===== src/rtl/bsg_cache_dma_sched.sv =====
// Arbitrates the single cache DMA port between demand fills and prefetch fills, one transaction in flight.
// Optional prefetch anti-starvation guard: define BSG_CACHE_DMA_SCHED_STARVE_GUARD_EN.
module bsg_cache_dma_sched #(
    parameter int addr_width_p   = 32,
    parameter int data_width_p   = 32,
    parameter int starve_limit_p = 4,
    parameter int cnt_width_p    = 16
) (
    input  logic                    clk_i,
    input  logic                    reset_n_i,
    input  logic                    demand_v_i,
    input  logic [addr_width_p-1:0] demand_addr_i,
    output logic                    demand_ready_o,
    input  logic                    pf_v_i,
    input  logic [addr_width_p-1:0] pf_addr_i,
    output logic                    pf_ready_o,
    output logic                    dma_v_o,
    output logic [addr_width_p-1:0] dma_addr_o,
    input  logic                    dma_ready_i,
    input  logic [data_width_p-1:0] dma_data_i,
    input  logic                    dma_data_v_i,
    output logic [data_width_p-1:0] demand_data_o,
    output logic                    demand_data_v_o,
    output logic [data_width_p-1:0] pf_data_o,
    output logic                    pf_data_v_o,
    output logic                    dma_busy_o,
    output logic [cnt_width_p-1:0]  demand_cnt_o,
    output logic [cnt_width_p-1:0]  pf_cnt_o
);

    typedef enum logic [1:0] {e_idle, e_req, e_wait} state_e;

    state_e                  state_r, state_n;
    logic                    owner_r;  // 1 = prefetch owns the in-flight transaction
    logic [addr_width_p-1:0] addr_r;
    logic [cnt_width_p-1:0]  demand_cnt_r, pf_cnt_r;
    logic                    grant_d, grant_pf, force_pf;

`ifdef BSG_CACHE_DMA_SCHED_STARVE_GUARD_EN
    localparam int starve_width_lp = $clog2(starve_limit_p + 1);
    logic [starve_width_lp-1:0] starve_r;

    assign force_pf = pf_v_i && (starve_r == starve_width_lp'(starve_limit_p));

    always_ff @(posedge clk_i) begin
        if (!reset_n_i) begin
            starve_r <= '0;
        end else if (state_r == e_idle) begin
            if (grant_pf || !pf_v_i)
                starve_r <= '0;
            else if (grant_d && starve_r != starve_width_lp'(starve_limit_p))
                starve_r <= starve_r + 1'b1;
        end
    end
`else
    assign force_pf = 1'b0;
`endif

    // Everything visible is gated by reset so outputs read 0 during the reset cycle itself.
    always_comb begin
        state_n         = state_r;
        grant_d         = 1'b0;
        grant_pf        = 1'b0;
        dma_v_o         = 1'b0;
        demand_data_v_o = 1'b0;
        pf_data_v_o     = 1'b0;
        case (state_r)
            e_idle: begin
                if (reset_n_i) begin
                    if (demand_v_i && !force_pf) grant_d  = 1'b1;
                    else if (pf_v_i)             grant_pf = 1'b1;
                end
                if (grant_d || grant_pf) state_n = e_req;
            end
            e_req: begin
                dma_v_o = reset_n_i;
                if (dma_ready_i) state_n = e_wait;
            end
            e_wait: begin
                if (dma_data_v_i) begin
                    state_n         = e_idle;
                    demand_data_v_o = reset_n_i && !owner_r;
                    pf_data_v_o     = reset_n_i &&  owner_r;
                end
            end
            default: state_n = e_idle;
        endcase
    end

    assign demand_ready_o = grant_d;
    assign pf_ready_o     = grant_pf;
    assign dma_addr_o     = dma_v_o ? addr_r : '0;
    assign demand_data_o  = demand_data_v_o ? dma_data_i : '0;
    assign pf_data_o      = pf_data_v_o ? dma_data_i : '0;
    assign dma_busy_o     = reset_n_i && (state_r != e_idle);
    assign demand_cnt_o   = reset_n_i ? demand_cnt_r : '0;
    assign pf_cnt_o       = reset_n_i ? pf_cnt_r : '0;

    always_ff @(posedge clk_i) begin
        if (!reset_n_i) begin
            state_r      <= e_idle;
            owner_r      <= 1'b0;
            addr_r       <= '0;
            demand_cnt_r <= '0;
            pf_cnt_r     <= '0;
        end else begin
            state_r <= state_n;
            if (grant_d || grant_pf) begin
                owner_r <= grant_pf;
                addr_r  <= grant_pf ? pf_addr_i : demand_addr_i;
            end
            if (grant_d && demand_cnt_r != '1) demand_cnt_r <= demand_cnt_r + 1'b1;
            if (grant_pf && pf_cnt_r != '1)    pf_cnt_r     <= pf_cnt_r + 1'b1;
        end
    end

endmodule

===== config.mk =====
export PLATFORM = sky130hd
export DESIGN_NAME = bsg_cache_dma_sched
export DESIGN_NICKNAME = d
export VERILOG_FILES = /design/src/rtl/bsg_cache_dma_sched.sv
export SDC_FILE = /design/constraint.sdc
export NUM_CORES = 1
export LEC_CHECK = 0
export BUFFER_PORTS_ARGS = -buffer_cell sky130_fd_sc_hd__buf_2
export CORE_MARGIN = 3
export CORE_UTILIZATION = 40
export DETAILED_ROUTE_END_ITERATION = 8
export PLACE_DENSITY = 0.75
export SYNTH_ARGS = -nofsm -noshare
export SYNTH_HDL_FRONTEND = slang
export SYNTH_SLANG_ARGS = --single-unit
export TNS_END_PERCENT = 1

===== constraint.sdc =====
create_clock -name clk_i -period 2.1 [get_ports clk_i]
set_input_delay 0.105 -clock clk_i [delete_from_list [all_inputs] [get_ports clk_i]]
set_output_delay 0.105 -clock clk_i [all_outputs]
set_load 0.005 [all_outputs]

# Yosys cells after proc, flatten, opt, wreduce, memory -nomap -nowiden
# Cells that the tools add are included.
word_totals:
  reg_bits: 67
  latchBits: 0
  ram_bits: 0
  rom_bits: 0
  inputBits: 102
  memories: 0
classes:
  add_sub_neg: 2
  mul: 0
  div_mod_pow: 0
  order_cmp: 0
  eq_ne: 7
  shifts: 0
  muxes: 24
  bitwise_logic: 0
  n_reduce_logical: 11
op_table:
  columns: ["op", "n"]
  rows:
  - ["2-to-1 mux 32 bit", 4]
  - ["adder 16 x 1 -> 16 bit (second input constant)", 2]
  - ["2-to-1 mux 16 bit", 2]
  - ["inequality test 16 bit (second input constant)", 2]
  - ["2-to-1 mux 1 bit", 14]
  - ["2-to-1 mux 2 bit", 3]
  - ["inequality test 2 bit (second input constant)", 3]
  - ["one-hot mux 2 bit (3 select lines)", 1]
  - ["logical AND 1 bit", 5]
  - ["AND reduction 3 bit", 1]
  - ["== test 2 x 1 -> 1 bit (second input constant)", 1]
  - ["== test 2 bit (second input constant)", 1]
  - ["logical NOT 2 bit", 1]
  - ["logical OR 1 bit", 2]
  - ["nonzero test 2 bit", 1]
  - ["logical NOT 1 bit", 1]

# Depth between registers and ports, before layout
# Gate-level depths: netlist (run 1).
depth:
  depth_word: 7
  ltp_mapped: 8

# Worst setup path after synthesis (run 1)
# Ideal clock, no wire load.
synth_timing:
  path_type: "reg-to-reg"
  start: "reg state_r[1]"
  end: "reg pf_cnt_r[3]"
  t_arrival_ps: 1894
  required_ps: 2028
  path_slack_ps: 134
  stages_incl_launch_ff: 8
  period_less_slack_ps: 1966
  path_cell_list: "dfxtp_1 buf_6 or3b_4 or2_1 clkbuf_1 buf_2 nor4b_1 mux2i_1"
synth_via:
  elab_chain_cells: 3
synth_lines:
  columns: ["item", "line_no", "rtl"]
  rows:
  - ["start, declared", "33", "state_e state_r, state_n;"]
  - ["start signal, assigned", "101", "state_r <= e_idle;"]
  - ["start signal, assigned", "107", "state_r <= state_n;"]
  - ["logical NOT 2 bit", "67", "case (state_r)"]
  - ["2-to-1 mux 1 bit", "67", null]
  - ["logical AND 1 bit", "113", "if (grant_pf && pf_cnt_r != '1) pf_cnt_r <= pf_cnt_r + 1'b1;"]
  - ["end signal, assigned", "113", null]
  - ["end, declared", "36", "logic [cnt_width_p-1:0] demand_cnt_r, pf_cnt_r;"]
# Every way passes these cells.
# A chain may end at the register's enable or synchronous reset.

# Worst setup path in the final report (run 1)
layout_timing:
  start: "reg state_r[1]"
  end: "reg pf_cnt_r[11]"
# Same word-level chain as after synthesis.

==> flow_summary.toml, run 1 <==
[status]
status = "finished, final reports clean"

[global_routing]
gr-total-overflow = 0
grt_pass1_wl_mm = 21.0
antenna_found_initial = 1
grt_use_total = 0.225
grt_pass1_vias = 4454
grt_max_degree = 60

[clocking]
cts_buffers = 9
cts_sinks = 67
clock_tree.buffer_depth = 2
cts_tree = "yes"
cts_hold_buf = 0
cts_htree_levels = 3
insertion_delay_ns = 0.34
cts_root_buf = "clkbuf_8"
path_clk_slew_ns = 0.08

[yosys]
synthXorXnorAreaFrac = 0
synthSimpleGateAreaFrac = 0.440
ys_seq_area_frac = 0.334
ys_ff_latch = 67
synth_compound_area_frac = 0.136
ys_types = 45
synthMuxAreaShare = 0.0299
synth_edf_count = 0
synth.avg_cell_area_um2 = 7.50
synth_flop_cell = "dfxtp_1"
synth_area_leaders = "dfxtp_1, and2_1, nand2_1"
synth_top_area_share = 0.334
syn_nets = 640
synth_warnings = 0
synth.largest_area_cell = "dfxtp_1"
syn_area_mm2 = 0.00402
synth_cells = 536
synth_fa_ha_area_frac = 0.00623
synth_top_family_by_area = "simple AND/OR/NAND/NOR gates"
ys_async_sr_fraction = 0

[timing]
tns_ns = 0
setup-violations-final = 0
slew_headroom = 0.668
period_share = 0.924
worst_pin_slew_ns = 0.493
skew_ns = 0.00860
hold_violations = 0
setup_ws_ns = 0.159
rsz0062_at_grt = "no"
layout_min_cycle_time_ns = 1.94
fmax_mhz = 515
slew_viol_final = 0

[route]
drt_pass1_iterations = 5
wirelength_mm = 13.3
dr_total_vias = 4708
drcViolationCount = 0
drtIter0Drc = 262
routedWlPerCell_um = 14.8
ant_nets = 0
via_per_inst = 5.25

[pwr]
cellInternalPower_w = 0.00210
leakagePower_nw = 2.81
peakVddDrop_mv = 0.376
cellPowerDensity_mw_per_mm2 = 506
clkPwrFrac = 0.377
swShare = 0.259
power_w = 0.00283
p_comb_frac = 0.140
pwr-share-seq = 0.483
p_sw_w = 0.000733

[critical_path]
crit_path_top_delay_cell = "or4_4"
critPathKind = "flop to flop"
worstPathMaxFanout = 6
cp-start-kind = "flop"
slowest_delay_ns = 0.57
worstSetupEndpointType = "flop"
arrival_ns = 2.22
crit_chain = "or3b_4 > or4_4 > or4_1 > a21oi_1"
required_ns = 2.38

[finish]
syn2layout_area_growth_pct = 39.1
layout_commonest_cell = "buf_2"
mostFrequentLayoutCells = "buf_2, and2_1, nand2_1"
diodes = 0
drive_gt1_frac = 0.374
utilization = 0.588
fillCellCount = 932
fin_nets = 867

[floorplan]
coreArea_mm2 = 0.00950
rows = 35
die_x_um = 106
die_h_um = 106
pin_count = 236
die_area_mm2 = 0.0113
start_util = 0.423

[placed_design]
gp_congestion = 0.868
port_buffers = 235
dp_slack_ns = 0.0797
hpwl_mm = 10.3

[hold_path]
hp-class = "input port to flop"

[run]
cap_violations = 0
## area by class of cell
type	instances	area, um2	share of cell area
multi-input combinational	417	2500	0.447
sequential	67	1340	0.240
clock inverter	4	50.0	0.00895
tap	129	161	0.0289
clock buffer	12	145	0.0260
timing repair buffer	257	1350	0.242
inverter	11	41.3	0.00739
## power by group through the flow
stage,sequential (W),combinational (W),clock (W)
global route,0.00137,0.000443,0.00116
detailed placement,0.00140,0.000395,0
global placement,0.00139,0.000384,0
CTS,0.00137,0.000397,0.00110
floorplan,0.00139,0.000210,0
finish,0.00137,0.000395,0.00107
## path summary, 6_finish.rpt
kind / startpoint / slack [ns] / to / depth (start not counted)
min reg2reg: owner_r / 0.50 / owner_r / 2
max reg2reg: state_r[1] / 0.16 / pf_cnt_r[11] / 4
max: state_r[1] / 0.16 / pf_cnt_r[11] / 4
min: demand_addr_i[8] / 0.02 / addr_r[8] / 3
## timing repair
| action | in CTS | in global routing |
|---|---|---|
| hold endpoints to repair | 0 | 0 |
| setup buffers | 0 | 0 |
| setup endpoints to repair | 0 | 1 |
| resized for setup | 0 | 1 |
## cell families after synthesis
logic type / after synthesis
simple gates: 331
compound gates: 73
fa+ha+maj: 2
mux: 11
flops: 67
buf+inv: 52
## synthesized netlist by cell type (7+ instances only)
master    instances
a21oi_1          12
o31ai_1          10
clkbuf_1         30
inv_1             9
nand4_1          12
nand3_1          11
a311oi_1         32
and2_1          123
buf_2             7
mux2_2            8
nor2_1           55
nor4_1           10
dfxtp_1          67
nand2_1          80
nor3_1            7
o21ai_0           8
## registers in the layout, summed over array words and instances (netlist names)
signal        count
owner_r           1
pf_cnt_r         16
addr_r           32
demand_cnt_r     16
state_r           2
## per-stage QoR
stage,instance area (um2),hold slack (ns),cells
2_1_floorplan,4020,0.264,536
3_3_place_gp,5390,0.367,881
3_5_place_dp,5390,0.377,881
4_1_cts,5590,0.00786,897
5_1_grt,5590,0.0174,897
6_report,5590,0.0221,897
## worst max-delay path: cells and delay by family (launching register included)
family,cells,cell delay (ns)
and+or+nand+nor,3,1.42
AOI/OAI and AO/OA,1,0.14
DFF,1,0.33
## per-layer routing
layer  track usage  up-vias  part of all wire
li1              -     2318                 -
met1         0.243     2182              0.38
met2         0.427      182              0.52
met3        0.0449       24             0.074
met4        0.0851        2             0.020
met5             0        -           0.00098
Power figures use the tool's default switching activity.
==> run 2: changes to the inputs <==
- MAX_ROUTING_LAYER: not set -> met4
==> flow_summary.toml, run 2 (synthesis results as in run 1) <==
[finish]
largest_reg_flops = 32
reg.largest.list = "addr_r x32, demand_cnt_r x16, pf_cnt_r x16"
seq_area_mm2 = 0.00134
fillCellCount = 931
fin_nets = 867
drive_gt1_frac = 0.374
mostFrequentLayoutCells = "buf_2, and2_1, nand2_1"
syn2layout_area_growth_pct = 39.2
largest_register = "addr_r"
multi_input_area_mm2 = 0.00250
utilization = 0.589
layout_commonest_cell = "buf_2"

[route]
routedWlPerCell_um = 14.7
drcViolationCount = 0
drtIter0Drc = 232
dr_total_vias = 4715
ant_nets = 0
wirelength_mm = 13.2
drt_pass1_iterations = 5
via_per_inst = 5.25

[critical_path]
cp-start-kind = "flop"
arrival_ns = 2.22
worstSetupEndpointType = "flop"
required_ns = 2.38
critPathKind = "flop to flop"
worstPathMaxFanout = 6

[pwr]
power_w = 0.00283
leakagePower_nw = 2.81
peakVddDrop_mv = 0.376
cellPowerDensity_mw_per_mm2 = 506

[hold_path]
hp-class = "input port to flop"

[placed_design]
gp_congestion = 0.882
hpwl_mm = 10.3
port_buffers = 235

[clocking]
clock_tree.buffer_depth = 2
insertion_delay_ns = 0.34
cts_sinks = 67
cts_tree = "yes"
cts_buffers = 9
post_cts_buffers = 0
cts_resized = 0
path_clk_slew_ns = 0.08
cts_htree_levels = 3
cts_root_buf = "clkbuf_8"
cts_hold_buf = 0

[timing]
fmax_mhz = 515
period_share = 0.924
holdWs_ns = 0.0188
hold_violations = 0
skew_ns = 0.00872
layout_min_cycle_time_ns = 1.94
tns_ns = 0
rsz0062_at_grt = "no"
slew_viol_final = 0
setup-violations-final = 0
worst_pin_slew_ns = 0.501
slew_headroom = 0.663

[global_routing]
antenna_found_initial = 1
grt_max_degree = 60
gr-total-overflow = 0
grt_pass1_wl_mm = 21.0
grt_use_total = 0.231
grt_pass1_vias = 4469

[floorplan]
rows = 35
die_x_um = 106
coreArea_mm2 = 0.00950
die_h_um = 106
pin_count = 236
start_util = 0.423
die_area_mm2 = 0.0113

[status]
status = "finished, final reports clean"

[run]
cap_violations = 0
==> run 2: cell types whose count changed in the layout (fill, tap and decap cells not counted), sizes merged <==
cell	before	now
diode	0	1
==> run 2: area by class of cell <==
type / instances / area share
Inverter: 11 / 0.00738
Antenna cell: 1 / 0.000447
Clock buffer: 12 / 0.0260
Multi-Input combinational cell: 417 / 0.447
Timing Repair Buffer: 257 / 0.242
Clock inverter: 4 / 0.00895
Tap cell: 129 / 0.0289
Sequential cell: 67 / 0.240
==> run 2: power breakdown <==
group | internal (W) | switching, W | total [W]
sequential | 0.00133 | 0.0000307 | 0.00137
clock | 0.000580 | 0.000491 | 0.00107
combinational | 0.000181 | 0.000214 | 0.000395
==> run 2: worst max-delay path, cell delays in order, from the launching register on <==
cell and delay (ns):
dfxtp_1 0.32, or3b_4 0.44, or4_4 0.57, or4_1 0.41, a21oi_1 0.14
==> run 2: path summary, 6_finish.rpt <==
kind / from / endpoint / slack (ns) / depth (start not counted)
worst max-delay path: state_r[1] / pf_cnt_r[11] / 0.16 / 4
worst min-delay path: pf_addr_i[11] / addr_r[11] / 0.02 / 3
worst max register to register: state_r[1] / pf_cnt_r[11] / 0.16 / 4
worst min register to register: owner_r / owner_r / 0.50 / 2
==> run 2: per-stage QoR <==
step | setup slack [ns] | instances | instance area (um2)
CTS | 0.0438 | 897 | 5590
detailed placement | 0.0797 | 881 | 5390
finish | 0.159 | 898 | 5590
global route | 0.0895 | 898 | 5590
global placement | 0.182 | 881 | 5390
floorplan | 0.134 | 536 | 4020
==> run 2: routing by layer <==
layer / part of all wire / routed length [um] / vias to the layer above / global-route usage
met4: 0.024 / 318 / 0 / 0.0888
met3: 0.080 / 1060 / 31 / 0.0449
met5: 0 / 0 / - / -
met2: 0.52 / 6800 / 196 / 0.426
li1: - / - / 2319 / -
met1: 0.38 / 5020 / 2169 / 0.242
==> run 3: changes to the inputs <==
- CORE_MARGIN: 3 -> not set
- REMOVE_ABC_BUFFERS: not set -> 1
==> flow_summary.toml, run 3 (synthesis results as in run 1) <==
[critical_path]
slowest_delay_ns = 0.65
arrival_ns = 2.20
cp-start-kind = "flop"
worstPathMaxFanout = 8
worstReg2RegEnd = "demand_cnt_r[8]"
worstSetupEndpointType = "flop"
crit_family = "simple AND/OR/NAND/NOR gates"
reg2reg_setup_slack_ns = 0.17
reg2reg_depth = 5
crit_buf_inv = 1
critPathKind = "flop to flop"
crit_cells = 5
required_ns = 2.37
crit_start = "state_r[1]"
crit_chain = "buf_4 > nand4bb_1 > or4_1 > or3_1 > a21oi_1"
reg2reg_from = "state_r[1]"
crit_path_top_delay_cell = "or4_1"

[finish]
fin_area_mm2 = 0.00563
reg.largest.list = "addr_r x32, demand_cnt_r x16, pf_cnt_r x16"
syn2layout_area_growth_pct = 40.1
fin_nets = 862
stdcell_count = 896
diodes = 0
mostFrequentLayoutCells = "buf_2, and2_1, nand2_1"
largest_reg_flops = 32
largest_register = "addr_r"
layout_commonest_cell = "buf_2"
drive_gt1_frac = 0.371

[timing]
holdWs_ns = 0.0139
period_share = 0.919
fmax_mhz = 518
worst_pin_slew_ns = 0.462
setup_ws_ns = 0.170
slew_viol_final = 0
layout_min_cycle_time_ns = 1.93
slew_headroom = 0.689
hold_violations = 0
rsz0062_at_grt = "no"
setup-violations-final = 0
skew_ns = 0.00991

[placed_design]
gp_congestion = 0.814
dpl_cell_area_mm2 = 0.00539
dp_slack_ns = 0.181
hpwl_mm = 10.0
port_buffers = 235
numPlacedInstances = 880

[route]
drtIter0Drc = 184
routedWlPerCell_um = 15.2
ant_nets = 0
dr_total_vias = 4677
via_per_inst = 5.22
drcViolationCount = 0
drt_pass1_iterations = 4
wirelength_mm = 13.6

[run]
cap_violations = 0

[hold_path]
worstHoldStart = "pf_addr_i[9]"
holdPathStages = 3
hp-class = "input port to flop"
holdPathEnd = "addr_r[9]"

[clocking]
insertion_delay_ns = 0.34
cts_htree_levels = 3
cts_hold_buf = 0
cts_root_buf = "clkbuf_8"
path_clk_slew_ns = 0.08
cts_sinks = 67
clock_tree.buffer_depth = 2
cts_buffers = 9
cts_tree = "yes"
cts_resized = 0
post_cts_buffers = 0

[floorplan]
die_area_mm2 = 0.0104
die_x_um = 102
die_h_um = 102
rows = 36
start_util = 0.411
pin_count = 236
coreArea_mm2 = 0.00977

[pwr]
power_w = 0.00308
peakVddDrop_mv = 0.362
cellPowerDensity_mw_per_mm2 = 547
leakagePower_nw = 2.82

[global_routing]
grt_max_degree = 67
grt_use_total = 0.246
antenna_found_initial = 0
grt_pass1_vias = 4003
gr-total-overflow = 0
grt_pass1_wl_mm = 19.3

[status]
status = "finished, final reports clean"
## run 3: changes by cell type in the layout (fill, tap and decap cells not counted), sizes merged
cell and change:
clkbuf -1, clkinvlp -2, bufinv +2, buf -5
clkinv +1, diode -1
## run 3: tightest hold or removal path, delay by kind of cell
family	cells	cell delay (ns)
and+or+nand+nor	1	0.04
buffers and inverters	1	0.09
AOI/OAI and AO/OA	1	0.07
## run 3: metal layers
| metal | share of wire | wire [um] | GRT usage |
|---|---|---|---|
| met5 | 0 | 0 | - |
| met4 | 0.026 | 348 | 0.115 |
| met3 | 0.049 | 668 | 0.0356 |
| met2 | 0.52 | 7070 | 0.427 |
| met1 | 0.41 | 5540 | 0.278 |
## run 3: cell type report
type                            instances  area (um2)
Fill cell                             907        4150
Multi-Input combinational cell        417        2500
Clock buffer                           11         141
Timing Repair Buffer                  252        1340
Tap cell                              133         166
Clock inverter                          5         100
Sequential cell                        67        1340
Inverter                               11        41.3
## run 3: worst max path at each step
stage	endpoint	slack [ns]
floorplan	owner_r	-1.20
global placement	pf_cnt_r[11]	0.19
detailed placement	pf_cnt_r[5]	0.18
CTS	pf_ready_o	0.06
global route	demand_cnt_r[14]	0.04
finish	demand_cnt_r[8]	0.17
## run 3: metrics by stage
step / utilization / setup TNS, ns
2_1_floorplan: - / -92.74
3_3_place_gp: 0.551 / 0
3_5_place_dp: 0.551 / 0
4_1_cts: 0.576 / 0
5_1_grt: 0.576 / 0
6_report: 0.576 / 0
## run 3: where the power goes
part / total (W) / switching, W / internal, W
combinational: 0.000397 / 0.000214 / 0.000182
sequential: 0.00137 / 0.0000316 / 0.00133
clock: 0.00132 / 0.000499 / 0.000818
